### config.mk
export PLATFORM = sky130hd
export DESIGN_NAME = dense_reuse_layer
export DESIGN_NICKNAME = d
export VERILOG_FILES = /design/src/rtl/dense_reuse_layer.sv
export SDC_FILE = /design/constraint.sdc
export NUM_CORES = 2
export LEC_CHECK = 0
export ABC_CLOCK_PERIOD_IN_PS = 9280
export CAP_MARGIN = 20
export CORE_UTILIZATION = 45
export CTS_CLUSTER_DIAMETER = 80
export CTS_CLUSTER_SIZE = 14
export DETAILED_ROUTE_END_ITERATION = 7
export PLACE_DENSITY = 0.72
export SLEW_MARGIN = 10
export SYNTH_ARGS = -nofsm -noshare
export SYNTH_HDL_FRONTEND = slang
export SYNTH_SLANG_ARGS = --single-unit
export TNS_END_PERCENT = 100
### constraint.sdc
create_clock -name clk -period 9.28 [get_ports clk]
set_input_delay 1.856 -clock clk [delete_from_list [all_inputs] [get_ports clk]]
set_output_delay 1.856 -clock clk [all_outputs]
set_load 0.01 [all_outputs]
### src/rtl/dense_reuse_layer.sv
// Fully-connected layer act(W*x + b) time-multiplexed over REUSE cycles:
// PAR = INPUT_SIZE/REUSE rows are multiplied per cycle for every output column.
module dense_reuse_layer #(
  parameter int WIDTH       = 5,
  parameter int NFRAC       = 3,
  parameter int INPUT_SIZE  = 32,
  parameter int OUTPUT_SIZE = 4,
  parameter int REUSE       = 4,
  parameter int RELU        = 1
) (
  input  logic                                         clk,
  input  logic                                         reset,
  input  logic                                         in_valid,
  output logic                                         in_ready,
  input  logic [INPUT_SIZE-1:0][WIDTH-1:0]             input_data,
  input  logic [INPUT_SIZE*OUTPUT_SIZE-1:0][WIDTH-1:0] weights,
  input  logic [OUTPUT_SIZE-1:0][WIDTH-1:0]            biases,
  output logic                                         out_valid,
  input  logic                                         out_ready,
  output logic [OUTPUT_SIZE-1:0][WIDTH-1:0]            output_data
);
  // state    | meaning
  // IDLE     | waiting for a vector, in_ready high
  // COMPUTE  | accumulate rows k*PAR .. k*PAR+PAR-1 into every column
  // FINAL    | add bias, rescale, saturate, activate, register result
  // HOLD     | result presented until out_ready

  localparam int PAR = INPUT_SIZE / REUSE;
  localparam int PW  = 2 * WIDTH;
  localparam int AW  = 2 * WIDTH + $clog2(INPUT_SIZE) + 1;
  localparam int KW  = (REUSE > 1) ? $clog2(REUSE) : 1;
  localparam logic [KW-1:0] K_LAST = KW'(REUSE - 1);

  localparam logic signed [AW-1:0] SAT_MAX = {{(AW-WIDTH+1){1'b0}}, {(WIDTH-1){1'b1}}};
  localparam logic signed [AW-1:0] SAT_MIN = {{(AW-WIDTH+1){1'b1}}, {(WIDTH-1){1'b0}}};

  typedef enum logic [1:0] {S_IDLE, S_COMPUTE, S_FINAL, S_HOLD} state_t;

  state_t                           state;
  logic [KW-1:0]                    k;
  logic [INPUT_SIZE-1:0][WIDTH-1:0] x_reg;
  logic signed [AW-1:0]             acc [OUTPUT_SIZE];

  logic signed [WIDTH-1:0]          x_sel  [PAR];
  logic signed [WIDTH-1:0]          w_sel  [PAR][OUTPUT_SIZE];
  logic signed [PW-1:0]             prod   [PAR][OUTPUT_SIZE];
  logic signed [AW-1:0]             psum   [OUTPUT_SIZE];
  logic signed [AW-1:0]             biased [OUTPUT_SIZE];
  logic signed [AW-1:0]             scaled [OUTPUT_SIZE];
  logic [OUTPUT_SIZE-1:0][WIDTH-1:0] res;

  assign in_ready = (state == S_IDLE);

  // Row-slice mux: k picks which PAR rows feed the shared multipliers.
  always_comb begin
    for (int p = 0; p < PAR; p++) begin
      x_sel[p] = '0;
      for (int c = 0; c < OUTPUT_SIZE; c++) w_sel[p][c] = '0;
    end
    for (int j = 0; j < REUSE; j++) begin
      if (k == KW'(j)) begin
        for (int p = 0; p < PAR; p++) begin
          x_sel[p] = x_reg[j*PAR+p];
          for (int c = 0; c < OUTPUT_SIZE; c++)
            w_sel[p][c] = weights[(j*PAR+p)*OUTPUT_SIZE+c];
        end
      end
    end
  end

  always_comb begin
    for (int c = 0; c < OUTPUT_SIZE; c++) begin
      psum[c] = '0;
      for (int p = 0; p < PAR; p++) begin
        prod[p][c] = $signed({{WIDTH{x_sel[p][WIDTH-1]}}, x_sel[p]}) *
                     $signed({{WIDTH{w_sel[p][c][WIDTH-1]}}, w_sel[p][c]});
        psum[c] = psum[c] + $signed({{(AW-PW){prod[p][c][PW-1]}}, prod[p][c]});
      end
    end
  end

  // Bias is aligned to the 2*NFRAC product scale before the floor shift.
  always_comb begin
    res = '0;
    for (int c = 0; c < OUTPUT_SIZE; c++) begin
      biased[c] = acc[c] + $signed({{(AW-WIDTH-NFRAC){biases[c][WIDTH-1]}},
                                    biases[c], {NFRAC{1'b0}}});
      scaled[c] = biased[c] >>> NFRAC;
      if ((RELU != 0) && (scaled[c] < 0))
        res[c] = '0;
      else if (scaled[c] > SAT_MAX)
        res[c] = SAT_MAX[WIDTH-1:0];
      else if (scaled[c] < SAT_MIN)
        res[c] = SAT_MIN[WIDTH-1:0];
      else
        res[c] = scaled[c][WIDTH-1:0];
    end
  end

  always_ff @(posedge clk or negedge reset) begin
    if (!reset) begin
      state       <= S_IDLE;
      k           <= '0;
      x_reg       <= '0;
      out_valid   <= 1'b0;
      output_data <= '0;
      for (int c = 0; c < OUTPUT_SIZE; c++) acc[c] <= '0;
    end else begin
      case (state)
        S_IDLE: begin
          if (in_valid) begin
            x_reg <= input_data;
            k     <= '0;
            for (int c = 0; c < OUTPUT_SIZE; c++) acc[c] <= '0;
            state <= S_COMPUTE;
          end
        end
        S_COMPUTE: begin
          for (int c = 0; c < OUTPUT_SIZE; c++) acc[c] <= acc[c] + psum[c];
          if (k == K_LAST) begin
            k     <= '0;
            state <= S_FINAL;
          end else begin
            k <= k + 1'b1;
          end
        end
        S_FINAL: begin
          output_data <= res;
          out_valid   <= 1'b1;
          state       <= S_HOLD;
        end
        S_HOLD: begin
          if (out_ready) begin
            out_valid <= 1'b0;
            state     <= S_IDLE;
          end
        end
        default: state <= S_IDLE;
      endcase
    end
  end

endmodule

==> impl.org <==
** Status
- Outcome :: complete, no violations

** Worst setup path
- Worst setup SP type :: input pin
- Critical Path Slowest Stage Cell :: sky130_fd_sc_hd__fa_2
- At the worst endpoint, the required time is 9.84 ns.
- For this run, the slowest stage of the critical path takes 0.64 ns.
- In this run the worst path has a maximum fanout of 4.
- Type of element capturing the critical path :: register
- The setup path with the least slack is of type input pin to register.
- Setup slack, reg-to-reg :: 0.14 ns
- Cell type with the highest occurrence count on the critical path :: sky130_fd_sc_hd__fa_1
- At the worst endpoint, the arrival time is 9.83 ns.

** Finish
- The area growth from synthesis to layout is 32.76%.
- Flip-flop count of the largest register after layout :: 160
- Share of cells above drive strength 1 :: 0.2001
- The layout has 11330 filler cells.
- Final nets :: 10610

** CTS
- Max clock buf depth :: 3
- In this run the number of H-tree levels came out at 1.
- Clock latency on the worst-skew pair :: 0.67 ns
- Root Buffer :: sky130_fd_sc_hd__clkbuf_16
- After clock tree synthesis, the clock-pin slew on the worst setup and hold paths is 0.07 ns.
- Buffers inserted to repair hold after CTS numbered 0.
- Clock tree synthesis inserted a total of 30 buffers.
- Number of sinks driven by the clock tree :: 249
- Clock tree from TritonCTS :: yes

** Floorplan
- Floorplan Core Area :: 0.1340 mm²
- The die is 370.1 µm tall.
- Effective utilization at floorplan :: 0.4552
- I/O pin count :: 846
- Die Footprint :: 0.1370 mm²
- # rows :: 134
- The die is 370.1 µm wide.

** Global route
- The initial antenna violation count is 49.
- Wire length of the first global-routing pass :: 370.8 mm
- Via count of the first global-routing pass :: 56390
- GR Overflow Total :: 0
- Across every metal layer, demand over resource in global routing totals 0.3779.
- Entering global routing, the biggest net connects 139 pins.

** STA
- Slew margin rel. :: 0.3075
- Final period demand of the worst path :: 9.269 ns
- Across the routed clock network, the largest skew measured is 0.02015 ns.
- Maximum clock rate :: 0.1079 GHz
- Final worst path period share :: 0.9989
- Final hold slack :: 0.4933 ns
- Transition time at the pin with the least slew margin :: 1.039 ns
- Final hold vios :: 0
- Setup repair after global routing could not meet its margin everywhere.
- Setup violations remaining at the end of the flow were counted as 0.
- The final number of max-transition violations is 0.

** Synth
- The largest total area in the synthesized netlist belongs to sky130_fd_sc_hd__fa_1.
- Async set-reset flop share out of synthesis :: 1.000
- In this run, synthesis produced a sequential element count of 249.
- In the post-synthesis netlist, the cell with the most instances is sky130_fd_sc_hd__inv_1.
- Largest cells by area after synthesis :: sky130_fd_sc_hd__fa_1 (43%), sky130_fd_sc_hd__dfrtp_1 (10%), sky130_fd_sc_hd__ha_1 (9.6%)
- Top-area cell type share of the netlist area :: 0.4321
- Warnings from Yosys :: 0
- Net count after synthesis :: 9140
- Average instance area after synthesis :: 9.332 µm²
- Counting distinct cell types in the post-synthesis netlist gives 69.
- The most used flip-flop cell after synthesis is sky130_fd_sc_hd__dfrtp_1.
- Summed instance area of the synthesized netlist :: 0.06098 mm²
- Synthesis produced 6534 cells.
- Ranking of synthesized cells by instance count :: sky130_fd_sc_hd__inv_1 (1428), sky130_fd_sc_hd__fa_1 (1316), sky130_fd_sc_hd__nor2_1 (777)
- For this run, the register share of the synthesized area comes to 0.1022.
- The synthesized design contains 0 enable-type register cells.

** Worst hold path
- In this run the worst hold path is classified as register to register.

** Placed design
- Detailed placement ended at an HPWL of 221.7 mm.
- PortBufs :: 845
- At the end of routability-driven placement, the weighted congestion stood at 1.042.

** Run
- The tool flagged a number of max-cap violations equal to 0.

** Drt
- DRT Wirelength :: 260.3 mm
- The routed layout has 53490 vias.
- Via-to-Cell Ratio :: 5.451
- For this run, design rule violations remaining after detail routing come to 0.
- The count of nets left with antenna violations once routing finished came out at 0.
- The detailed router finished its first iteration with 4738 violations.
- The first detailed-routing pass ran for 5 iterations.
- Drt wl/cell :: 26.53 µm
==> logic make-up (layout without fill, tap and decap cells) <==
family	after synthesis	count (layout)	synth area share
simple gates	1566	1566	0.1170
compound gates	928	929	0.09316
mux	180	180	0.03285
other cells	0	25	0
flops	249	249	0.1022
buf+inv	1684	3169	0.1062
fa+ha+maj	1788	1788	0.5287
xor+xnor	139	139	0.01997
==> final timing paths <==
path                       depth (start not counted)                        start                           to
hold / removal                                     1  output_data[16]$_DFFE_PN0P_  output_data[16]$_DFFE_PN0P_
hold reg to reg                                    1  output_data[16]$_DFFE_PN0P_  output_data[16]$_DFFE_PN0P_
setup / recovery                                  29                 weights[266]          acc[46]$_DFFE_PN0P_
max in group asynchronous                          2                        reset   output_data[1]$_DFFE_PN0P_
min in group asynchronous                          1                        reset        x_reg[33]$_DFFE_PN0P_
setup reg to reg                                  34             k[1]$_DFFE_PN0P_          acc[46]$_DFFE_PN0P_
==> final cells by class <==
type	instances	area, µm²	share of cell area
Inverter	1428	5368	0.06631
Antenna cell	25	62.56	0.0007728
Clock buffer	33	772.0	0.009536
Timing Repair Buffer	1693	16290	0.2013
Multi-Input combinational cell	4602	49860	0.6159
Sequential cell	249	6231	0.07697
Clock inverter	15	156.4	0.001932
Tap cell	1768	2212	0.02733
==> worst max-delay path: cells and delay by family <==
kind	cells	cell delay, ns
adders and majority gates	10	4.77
and+or+nand+nor	5	1.24
buffers and inverters	8	1.03
AOI/OAI and AO/OA	6	0.91
==> metal layers <==
metal  routed length, µm  vias to the layer above  global-route usage
li1                    -                    23100                   -
met1               98890                    27160              0.4814
met2              116500                     2611              0.5848
met3               27290                      583              0.1054
met4               17480                       34              0.1994
met5                 195                        -                   0
==> per-stage QoR <==
step                cell area (µm²)  std cells  utilization  setup WS, ns   TNS, ns
finish                        80950       9813       0.6043       0.01065         0
global route                  80910       9795       0.6040       -0.1828    -1.415
CTS                           79320       9752       0.5921      -0.01064  -0.01064
detailed placement            77970       9697       0.5821        -1.168    -31.37
global placement              77950       9695       0.5819        -1.196    -28.90
floorplan                     60980       6534            -       0.03952         0
==> cell usage in the layout (no fill, tap or decap), types with 35 or more instances in the layout <==
cell type,n
sky130_fd_sc_hd__inv_1,1391
sky130_fd_sc_hd__fa_1,1262
sky130_fd_sc_hd__clkdlybuf4s50_1,807
sky130_fd_sc_hd__nor2_1,733
sky130_fd_sc_hd__buf_4,715
sky130_fd_sc_hd__ha_1,449
sky130_fd_sc_hd__a21oi_1,354
sky130_fd_sc_hd__nand2_1,284
sky130_fd_sc_hd__dfrtp_1,249
sky130_fd_sc_hd__mux2_2,161
sky130_fd_sc_hd__or2_2,154
sky130_fd_sc_hd__a22oi_1,99
sky130_fd_sc_hd__a21oi_2,95
sky130_fd_sc_hd__xnor2_1,93
sky130_fd_sc_hd__buf_12,92
sky130_fd_sc_hd__o21ai_0,75
sky130_fd_sc_hd__nor2b_1,73
sky130_fd_sc_hd__nand3b_1,62
sky130_fd_sc_hd__fa_2,54
sky130_fd_sc_hd__a21o_1,44
sky130_fd_sc_hd__xor2_1,44
sky130_fd_sc_hd__nand2b_1,40
sky130_fd_sc_hd__nor2_2,38
sky130_fd_sc_hd__nor3_1,37
sky130_fd_sc_hd__inv_2,35
sky130_fd_sc_hd__clkbuf_16,35
==> what timing repair did <==
action | in CTS | in global routing
resized for setup | 128 | 363
buffers inserted | 10 | 36
gates cloned | 0 | 3
pin swaps | 53 | 163
endpoints found under the setup margin | 29 | 31
Power is left out: the tool's default activity adds up to more than one toggle a clock period on the data nets, which glitch-free logic cannot reach.
